==> src/rtl/mfrc522_pkg.sv <==
// Shared constants for the MFRC522 bring-up sequencer: register map, command
// codes, error codes, state encoding and step indices of the init table.
package mfrc522_pkg;

  localparam logic [5:0] REG_COMMAND    = 6'h01;
  localparam logic [5:0] REG_MODE       = 6'h11;
  localparam logic [5:0] REG_TXCONTROL  = 6'h14;
  localparam logic [5:0] REG_TXASK      = 6'h15;
  localparam logic [5:0] REG_TMODE      = 6'h2A;
  localparam logic [5:0] REG_TPRESCALER = 6'h2B;
  localparam logic [5:0] REG_TRELOAD_H  = 6'h2C;
  localparam logic [5:0] REG_TRELOAD_L  = 6'h2D;
  localparam logic [5:0] REG_VERSION    = 6'h37;

  localparam logic [7:0] CMD_SOFTRESET = 8'h0F;
  localparam int         POWERDOWN_BIT = 4;

  localparam logic [1:0] ERR_NONE    = 2'b00;
  localparam logic [1:0] ERR_POLL    = 2'b01;
  localparam logic [1:0] ERR_TIMEOUT = 2'b10;
  localparam logic [1:0] ERR_VERSION = 2'b11;

  localparam logic [2:0] ST_IDLE  = 3'd0;
  localparam logic [2:0] ST_ISSUE = 3'd1;
  localparam logic [2:0] ST_WAIT  = 3'd2;
  localparam logic [2:0] ST_EVAL  = 3'd3;
  localparam logic [2:0] ST_DONE  = 3'd4;
  localparam logic [2:0] ST_ERR   = 3'd5;

  localparam logic [3:0] STEP_RMW_READ = 4'd8;
  localparam logic [3:0] STEP_LAST     = 4'd10;

  // Antenna-on bits OR-ed into TxControlReg during the read-modify-write.
  localparam logic [7:0] TXCTRL_ANTENNA_ON = 8'h03;

  // Silicon revisions accepted by the optional version check.
  localparam logic [7:0] VERSION_V1 = 8'h91;
  localparam logic [7:0] VERSION_V2 = 8'h92;

endpackage

==> src/rtl/mfrc522_init_rom.sv <==
// Combinational init-table lookup: step index -> register command fields.
// For the read-modify-write step, wdata is the mask OR-ed into the read value.
module mfrc522_init_rom
  import mfrc522_pkg::*;
(
  input  logic [3:0] step,
  output logic       is_write,
  output logic [5:0] addr,
  output logic [7:0] wdata,
  output logic       is_poll,
  output logic       is_rmw
);

  always_comb begin
    is_write = 1'b0;
    addr     = '0;
    wdata    = '0;
    is_poll  = 1'b0;
    is_rmw   = 1'b0;
    case (step)
      4'd0:  begin is_write = 1'b1; addr = REG_COMMAND;    wdata = CMD_SOFTRESET; end
      4'd1:  begin                  addr = REG_COMMAND;    is_poll = 1'b1;        end
      4'd2:  begin is_write = 1'b1; addr = REG_TMODE;      wdata = 8'h8D;         end
      4'd3:  begin is_write = 1'b1; addr = REG_TPRESCALER; wdata = 8'h3E;         end
      4'd4:  begin is_write = 1'b1; addr = REG_TRELOAD_L;  wdata = 8'h1E;         end
      4'd5:  begin is_write = 1'b1; addr = REG_TRELOAD_H;  wdata = 8'h00;         end
      4'd6:  begin is_write = 1'b1; addr = REG_TXASK;      wdata = 8'h40;         end
      4'd7:  begin is_write = 1'b1; addr = REG_MODE;       wdata = 8'h3D;         end
      4'd8:  begin                  addr = REG_TXCONTROL;                         end
      4'd9:  begin is_write = 1'b1; addr = REG_TXCONTROL;  wdata = TXCTRL_ANTENNA_ON; is_rmw = 1'b1; end
      4'd10: begin                  addr = REG_VERSION;                           end
      default: ;
    endcase
  end

endmodule

==> src/rtl/mfrc522_init_seq.sv <==
// MFRC522 register bring-up sequencer driving the SPI register-access command port.
// Optional macro MFRC522_VERSION_CHECK_EN rejects VersionReg values other than 0x91/0x92.
module mfrc522_init_seq
  import mfrc522_pkg::*;
#(
  parameter int POLL_LIMIT       = 255,
  parameter int CMD_TIMEOUT_CLKS = 4096
) (
  input  logic       clk,
  input  logic       rst,
  input  logic       start,
  output logic       busy,
  output logic       done,
  output logic       error,
  output logic [1:0] err_code,
  output logic [7:0] version,
  output logic       cmd_valid,
  input  logic       cmd_ready,
  output logic       cmd_is_write,
  output logic [5:0] cmd_addr,
  output logic [7:0] cmd_wdata,
  input  logic [7:0] cmd_rdata,
  input  logic       cmd_done
);

  localparam int            TW       = (CMD_TIMEOUT_CLKS > 2) ? $clog2(CMD_TIMEOUT_CLKS) : 1;
  localparam logic [TW-1:0] TMO_LAST = TW'(CMD_TIMEOUT_CLKS - 1);
  localparam logic [7:0]    POLL_MAX = 8'(POLL_LIMIT);

  logic [2:0]    state;
  logic [3:0]    step;
  logic [3:0]    rom_step;
  logic [7:0]    poll_cnt;
  logic [7:0]    poll_nxt;
  logic [TW-1:0] tmo_cnt;
  logic [7:0]    result;
  logic [7:0]    rmw_data;
  logic [7:0]    wdata_base;
  logic          rmw_sel;
  logic          cur_poll;
  logic          rom_is_write;
  logic [5:0]    rom_addr;
  logic [7:0]    rom_wdata;
  logic          rom_is_poll;
  logic          rom_is_rmw;
  logic          retry;
  logic          poll_fail;
  logic          last_step;
  logic          load_cmd;

  mfrc522_init_rom u_rom (
    .step     (rom_step),
    .is_write (rom_is_write),
    .addr     (rom_addr),
    .wdata    (rom_wdata),
    .is_poll  (rom_is_poll),
    .is_rmw   (rom_is_rmw)
  );

  assign cmd_wdata = rmw_sel ? (wdata_base | rmw_data) : wdata_base;

  // The ROM is addressed with the step about to be issued so the command
  // fields can be registered on the same edge that enters ISSUE.
  always_comb begin
    retry     = cur_poll && result[POWERDOWN_BIT];
    poll_nxt  = (poll_cnt == 8'hFF) ? poll_cnt : poll_cnt + 8'd1;
    poll_fail = retry && (poll_nxt == POLL_MAX);
    last_step = !retry && (step == STEP_LAST);
    rom_step  = step;
    load_cmd  = 1'b0;
    if (state == ST_IDLE) begin
      rom_step = '0;
      load_cmd = start;
    end else if (state == ST_EVAL) begin
      if (!retry) rom_step = step + 4'd1;
      load_cmd = !poll_fail && !last_step;
    end
  end

  always_ff @(posedge clk) begin
    if (rst) begin
      state        <= ST_IDLE;
      step         <= '0;
      poll_cnt     <= '0;
      tmo_cnt      <= '0;
      busy         <= 1'b0;
      done         <= 1'b0;
      error        <= 1'b0;
      err_code     <= ERR_NONE;
      version      <= '0;
      cmd_valid    <= 1'b0;
      cmd_is_write <= 1'b0;
      cmd_addr     <= '0;
      wdata_base   <= '0;
      rmw_sel      <= 1'b0;
      cur_poll     <= 1'b0;
    end else begin
      done  <= 1'b0;
      error <= 1'b0;
      if (load_cmd) begin
        cmd_valid    <= 1'b1;
        cmd_is_write <= rom_is_write;
        cmd_addr     <= rom_addr;
        wdata_base   <= rom_wdata;
        rmw_sel      <= rom_is_rmw;
        cur_poll     <= rom_is_poll;
        busy         <= 1'b1;
        state        <= ST_ISSUE;
      end
      case (state)
        ST_IDLE: begin
          if (start) begin
            err_code <= ERR_NONE;
            step     <= '0;
            poll_cnt <= '0;
          end
        end
        ST_ISSUE: begin
          if (cmd_valid && cmd_ready) begin
            cmd_valid <= 1'b0;
            tmo_cnt   <= '0;
            state     <= ST_WAIT;
          end
        end
        ST_WAIT: begin
          tmo_cnt <= tmo_cnt + 1'b1;
          if (cmd_done) begin
            state <= ST_EVAL;
          end else if (tmo_cnt == TMO_LAST) begin
            err_code <= ERR_TIMEOUT;
            error    <= 1'b1;
            busy     <= 1'b0;
            state    <= ST_ERR;
          end
        end
        ST_EVAL: begin
          if (retry) poll_cnt <= poll_nxt;
          if (poll_fail) begin
            err_code <= ERR_POLL;
            error    <= 1'b1;
            busy     <= 1'b0;
            state    <= ST_ERR;
          end else if (last_step) begin
            version <= result;
            busy    <= 1'b0;
`ifdef MFRC522_VERSION_CHECK_EN
            if (result != VERSION_V1 && result != VERSION_V2) begin
              err_code <= ERR_VERSION;
              error    <= 1'b1;
              state    <= ST_ERR;
            end else begin
              done  <= 1'b1;
              state <= ST_DONE;
            end
`else
            done  <= 1'b1;
            state <= ST_DONE;
`endif
          end else if (!retry) begin
            step <= step + 4'd1;
          end
        end
        default: state <= ST_IDLE;
      endcase
    end
  end

  // Read results are plain data and need no reset.
  always_ff @(posedge clk) begin
    if (state == ST_WAIT && cmd_done) result <= cmd_rdata;
    if (state == ST_EVAL && step == STEP_RMW_READ) rmw_data <= result;
  end

endmodule

==> config.mk <==
export PLATFORM = sky130hd
export DESIGN_NAME = mfrc522_init_seq
export DESIGN_NICKNAME = d
export VERILOG_FILES = /design/src/rtl/mfrc522_pkg.sv /design/src/rtl/mfrc522_init_rom.sv /design/src/rtl/mfrc522_init_seq.sv
export SDC_FILE = /design/constraint.sdc
export NUM_CORES = 1
export LEC_CHECK = 0
export ABC_AREA = 0
export CAP_MARGIN = 20
export CORE_ASPECT_RATIO = 2
export CORE_UTILIZATION = 28
export CTS_CLUSTER_SIZE = 28
export DETAILED_ROUTE_END_ITERATION = 10
export GPL_TIMING_DRIVEN = 0
export PLACE_DENSITY = 0.51
export REMOVE_ABC_BUFFERS = 1
export SYNTH_ARGS = -nofsm -noshare
export SYNTH_HDL_FRONTEND = slang
export SYNTH_HIERARCHICAL = 1
export SYNTH_SLANG_ARGS = --single-unit
==> constraint.sdc <==
create_clock -name clk -period 2.1 [get_ports clk]
set_clock_uncertainty 0.05 [all_clocks]
set_input_delay 0.42 -clock clk [delete_from_list [all_inputs] [get_ports clk]]
set_output_delay 0.42 -clock clk [all_outputs]
set_load 0.05 [all_outputs]
==> impl_metrics.py <==
metrics = {
    "route": {
        "drt_drc_violations_left": 0,
        "routedWlPerCell_um": 15.0,
        "ant_nets": 0,
        "firstDrtPassIters": 4,
        "drt-initial-drc-count": 119,
        "drt_wl_total_um": 9480,
        "vias_per_cell": 5.09,
        "num_vias": 3210,
    },
    "synth": {
        "synth-main-ff-cell": "dfxtp_1",
        "synth-edff-count": 16,
        "avgSynthCellArea_um2": 9.00,
        "async_flop_share": 0,
        "yosysWarningCount": 6,
        "synth-seq-cells": 74,
        "synth_seq_area_share": 0.439,
        "syn_inst": 415,
        "syn_area_um2": 3740,
        "ys_types": 66,
    },
    "timing": {
        "setup_viol": 0,
        "period_needed_ns": 2.04,
        "finalHoldViolations": 0,
        "worst_slack_ns": 0.0647,
        "rsz0062_at_grt": "yes",
        "fmax_mhz": 491,
        "worst_pin_slew_ns": 0.781,
        "relSlewSlack": 0.480,
        "fin_crit_sh": 0.969,
        "slew_violations": 0,
    },
    "final_layout": {
        "layout_commonest_cell": "nand2_1",
        "fin_nets": 492,
        "diodes": 0,
        "fin_area_um2": 4950,
        "synthToLayoutAreaGrowth_pct": 32.5,
        "final_cell_mix": "78 x nand2_1, 49 x dfxtp_1, 32 x clkdlybuf4s50_1",
        "drive_above_1_share": 0.223,
    },
    "floorplan": {
        "die_y_um": 165,
        "start_util": 0.288,
        "ios": 42,
        "dieArea_um2": 13800,
        "rows": 59,
        "coreArea_um2": 13000,
        "fp.dieW_um": 83.7,
    },
    "worst_setup_path": {
        "crit_required_ns": 2.32,
        "r2r_slack_ns": 0.06,
        "crit_path_end_kind": "flip-flop",
        "path_class": "flip-flop to flip-flop",
        "crit_arrival_ns": 2.26,
        "crit_path_max_fanout": 7,
        "critPathLaunchType": "flip-flop",
    },
    "global_routing": {
        "gr-max-usage-layer": "met2",
        "grt_util_met1": 0.138,
        "grt_pass1_vias": 3099,
        "antenna_found_initial": 0,
        "grt_usage": 0.140,
        "grt_max_degree": 41,
        "grt_overflow": 0,
        "met2_usage": 0.263,
        "use_met3": 0.0224,
        "grt_first_pass_wirelength_um": 15100,
    },
    "flow_run": {
        "drv_cap": 0,
    },
    "clocking": {
        "clk_pin_slew_ns": 0.06,
        "cts_sinks": 74,
        "cts_buffer_depth": 2,
        "ctsHtreeMaxLevel": 3,
        "cts_root_buf": "clkbuf_16",
        "cts_tree": "yes",
        "cts_made_buffers": 9,
        "clock_latency_ns": 0.34,
    },
    "placed_design": {
        "gp_congestion": 0.911,
        "dp_hpwl_um": 6470,
        "portBuffers": 41,
        "dpl_worst_slack_ns": -0.749,
        "placed_cell_area_um2": 4180,
    },
    "power_and_ir_drop": {
        "p_per_area_nw_per_um2": 648,
        "ir_worst_vdd_uv": 425,
        "leakagePower_nw": 1.91,
    },
    "run_status": {
        "status": "finished clean",
    },
    "worst_hold_path": {
        "hold_path_class": "flip-flop to flip-flop",
    },
}
==> worst max-delay path, stage by stage, from the launching register on <==
cell and delay [ns]:
edfxtp_1 0.46, nand2_4 0.12, nand4_1 0.14, xnor2_2 0.19, a2bb2oi_2 0.18, o21ai_4 0.07, buf_4 0.18, a21o_1 0.16
a221oi_2 0.21, nand2_1 0.08, mux2i_1 0.13
==> logic make-up (layout without fill, tap and decap cells) <==
kind of cell | after synthesis | after routing | share of synthesized area
buf+inv | 36 | 99 | 0.0553
compound gates | 97 | 98 | 0.174
mux | 24 | 24 | 0.0663
simple gates | 176 | 176 | 0.241
fa+ha+maj | 6 | 6 | 0.0194
xor+xnor | 2 | 2 | 0.00469
flops | 74 | 74 | 0.439
==> routing by layer <==
layer  part of all wire  wire (µm)
met5                  0          0
met4              0.043        405
met3              0.028        266
met2               0.55       5210
met1               0.38       3600
==> power by group <==
part	switching [mW]	internal, mW
clock	0.619	0.800
sequential	0.0225	1.47
combinational	0.175	0.121
total	0.817	2.39
==> synthesized netlist by cell type, types with 3 or more instances <==
cell type  count  share of area
buf_6          7          0.021
clkbuf_1      14          0.014
dfxtp_1       58           0.31
nor2_1        26          0.026
nand3_1       11          0.015
inv_1          6         0.0060
or2_2          3         0.0050
a21o_1        12          0.024
nand4_1        4         0.0067
nand2_1       80          0.080
a21oi_1       30          0.040
and3_1         4         0.0067
o21ai_1        3         0.0040
a41oi_1        4         0.0094
a211oi_1       5          0.010
nor3_1         6         0.0080
ha_1           5          0.017
mux2_2         5          0.015
or3_1          4         0.0067
nand2b_1       6          0.010
a31oi_1        7          0.012
and2_1         5         0.0084
edfxtp_1      16           0.13
mux2i_1       18          0.048
o21ai_0       11          0.015
buf_4          3         0.0060
nor2b_1        4         0.0067
buf_2          4         0.0054
a22o_1         3         0.0070
nand3b_1       6          0.012
==> final cells by class <==
type,count,area [µm²]
fill,1328,8040
multi-input combinational,306,2100
sequential,74,1670
timing repair buffer,75,694
clock buffer,10,229
tap,152,190
clock inverter,6,41.3
inverter,8,32.5
==> state kept, by name, indices dropped and copies added, names as in the netlist <==
name	count
wdata_base	8
version	8
step	4
tmo_cnt	12
state	3
err_code	2
rmw_sel	1
cmd_is_write	1
cmd_valid	1
done	1
result	8
rmw_data	8
poll_cnt	8
error	1
cmd_addr	6
cur_poll	1
busy	1
==> what timing repair did <==
item / 4_1_cts / 5_1_grt
gates resized for setup: 43 / 28
hold buffers: 0 / 0
gates cloned: 1 / 0
endpoints found under the setup margin: 54 / 42
pin swaps: 5 / 16
setup buffers: 10 / 22
==> path summary, 6_finish.rpt <==
| kind | from | endpoint | cells past startpoint |
|---|---|---|---|
| worst min-delay path | result[2] | rmw_data[2] | 0 |
| worst min register to register | result[2] | rmw_data[2] | 0 |
| worst max register to register | result[4] | cmd_addr[0] | 10 |
| worst max-delay path | result[4] | cmd_addr[0] | 10 |
==> metrics by stage <==
step                 util  TNS, ns  power (mW)  hold slack [ns]  instances
global placement    0.320   -37.11        1.79            0.381        580
finish              0.381        0        3.20            0.400        631
detailed placement  0.321   -17.27        1.79            0.389        582
CTS                 0.359        0        3.24            0.400        609
global route        0.381   -0.559        3.33            0.410        631
floorplan               -   -12.22        1.68            0.376        387
No activity file was read; power rests on OpenSTA's default activity.
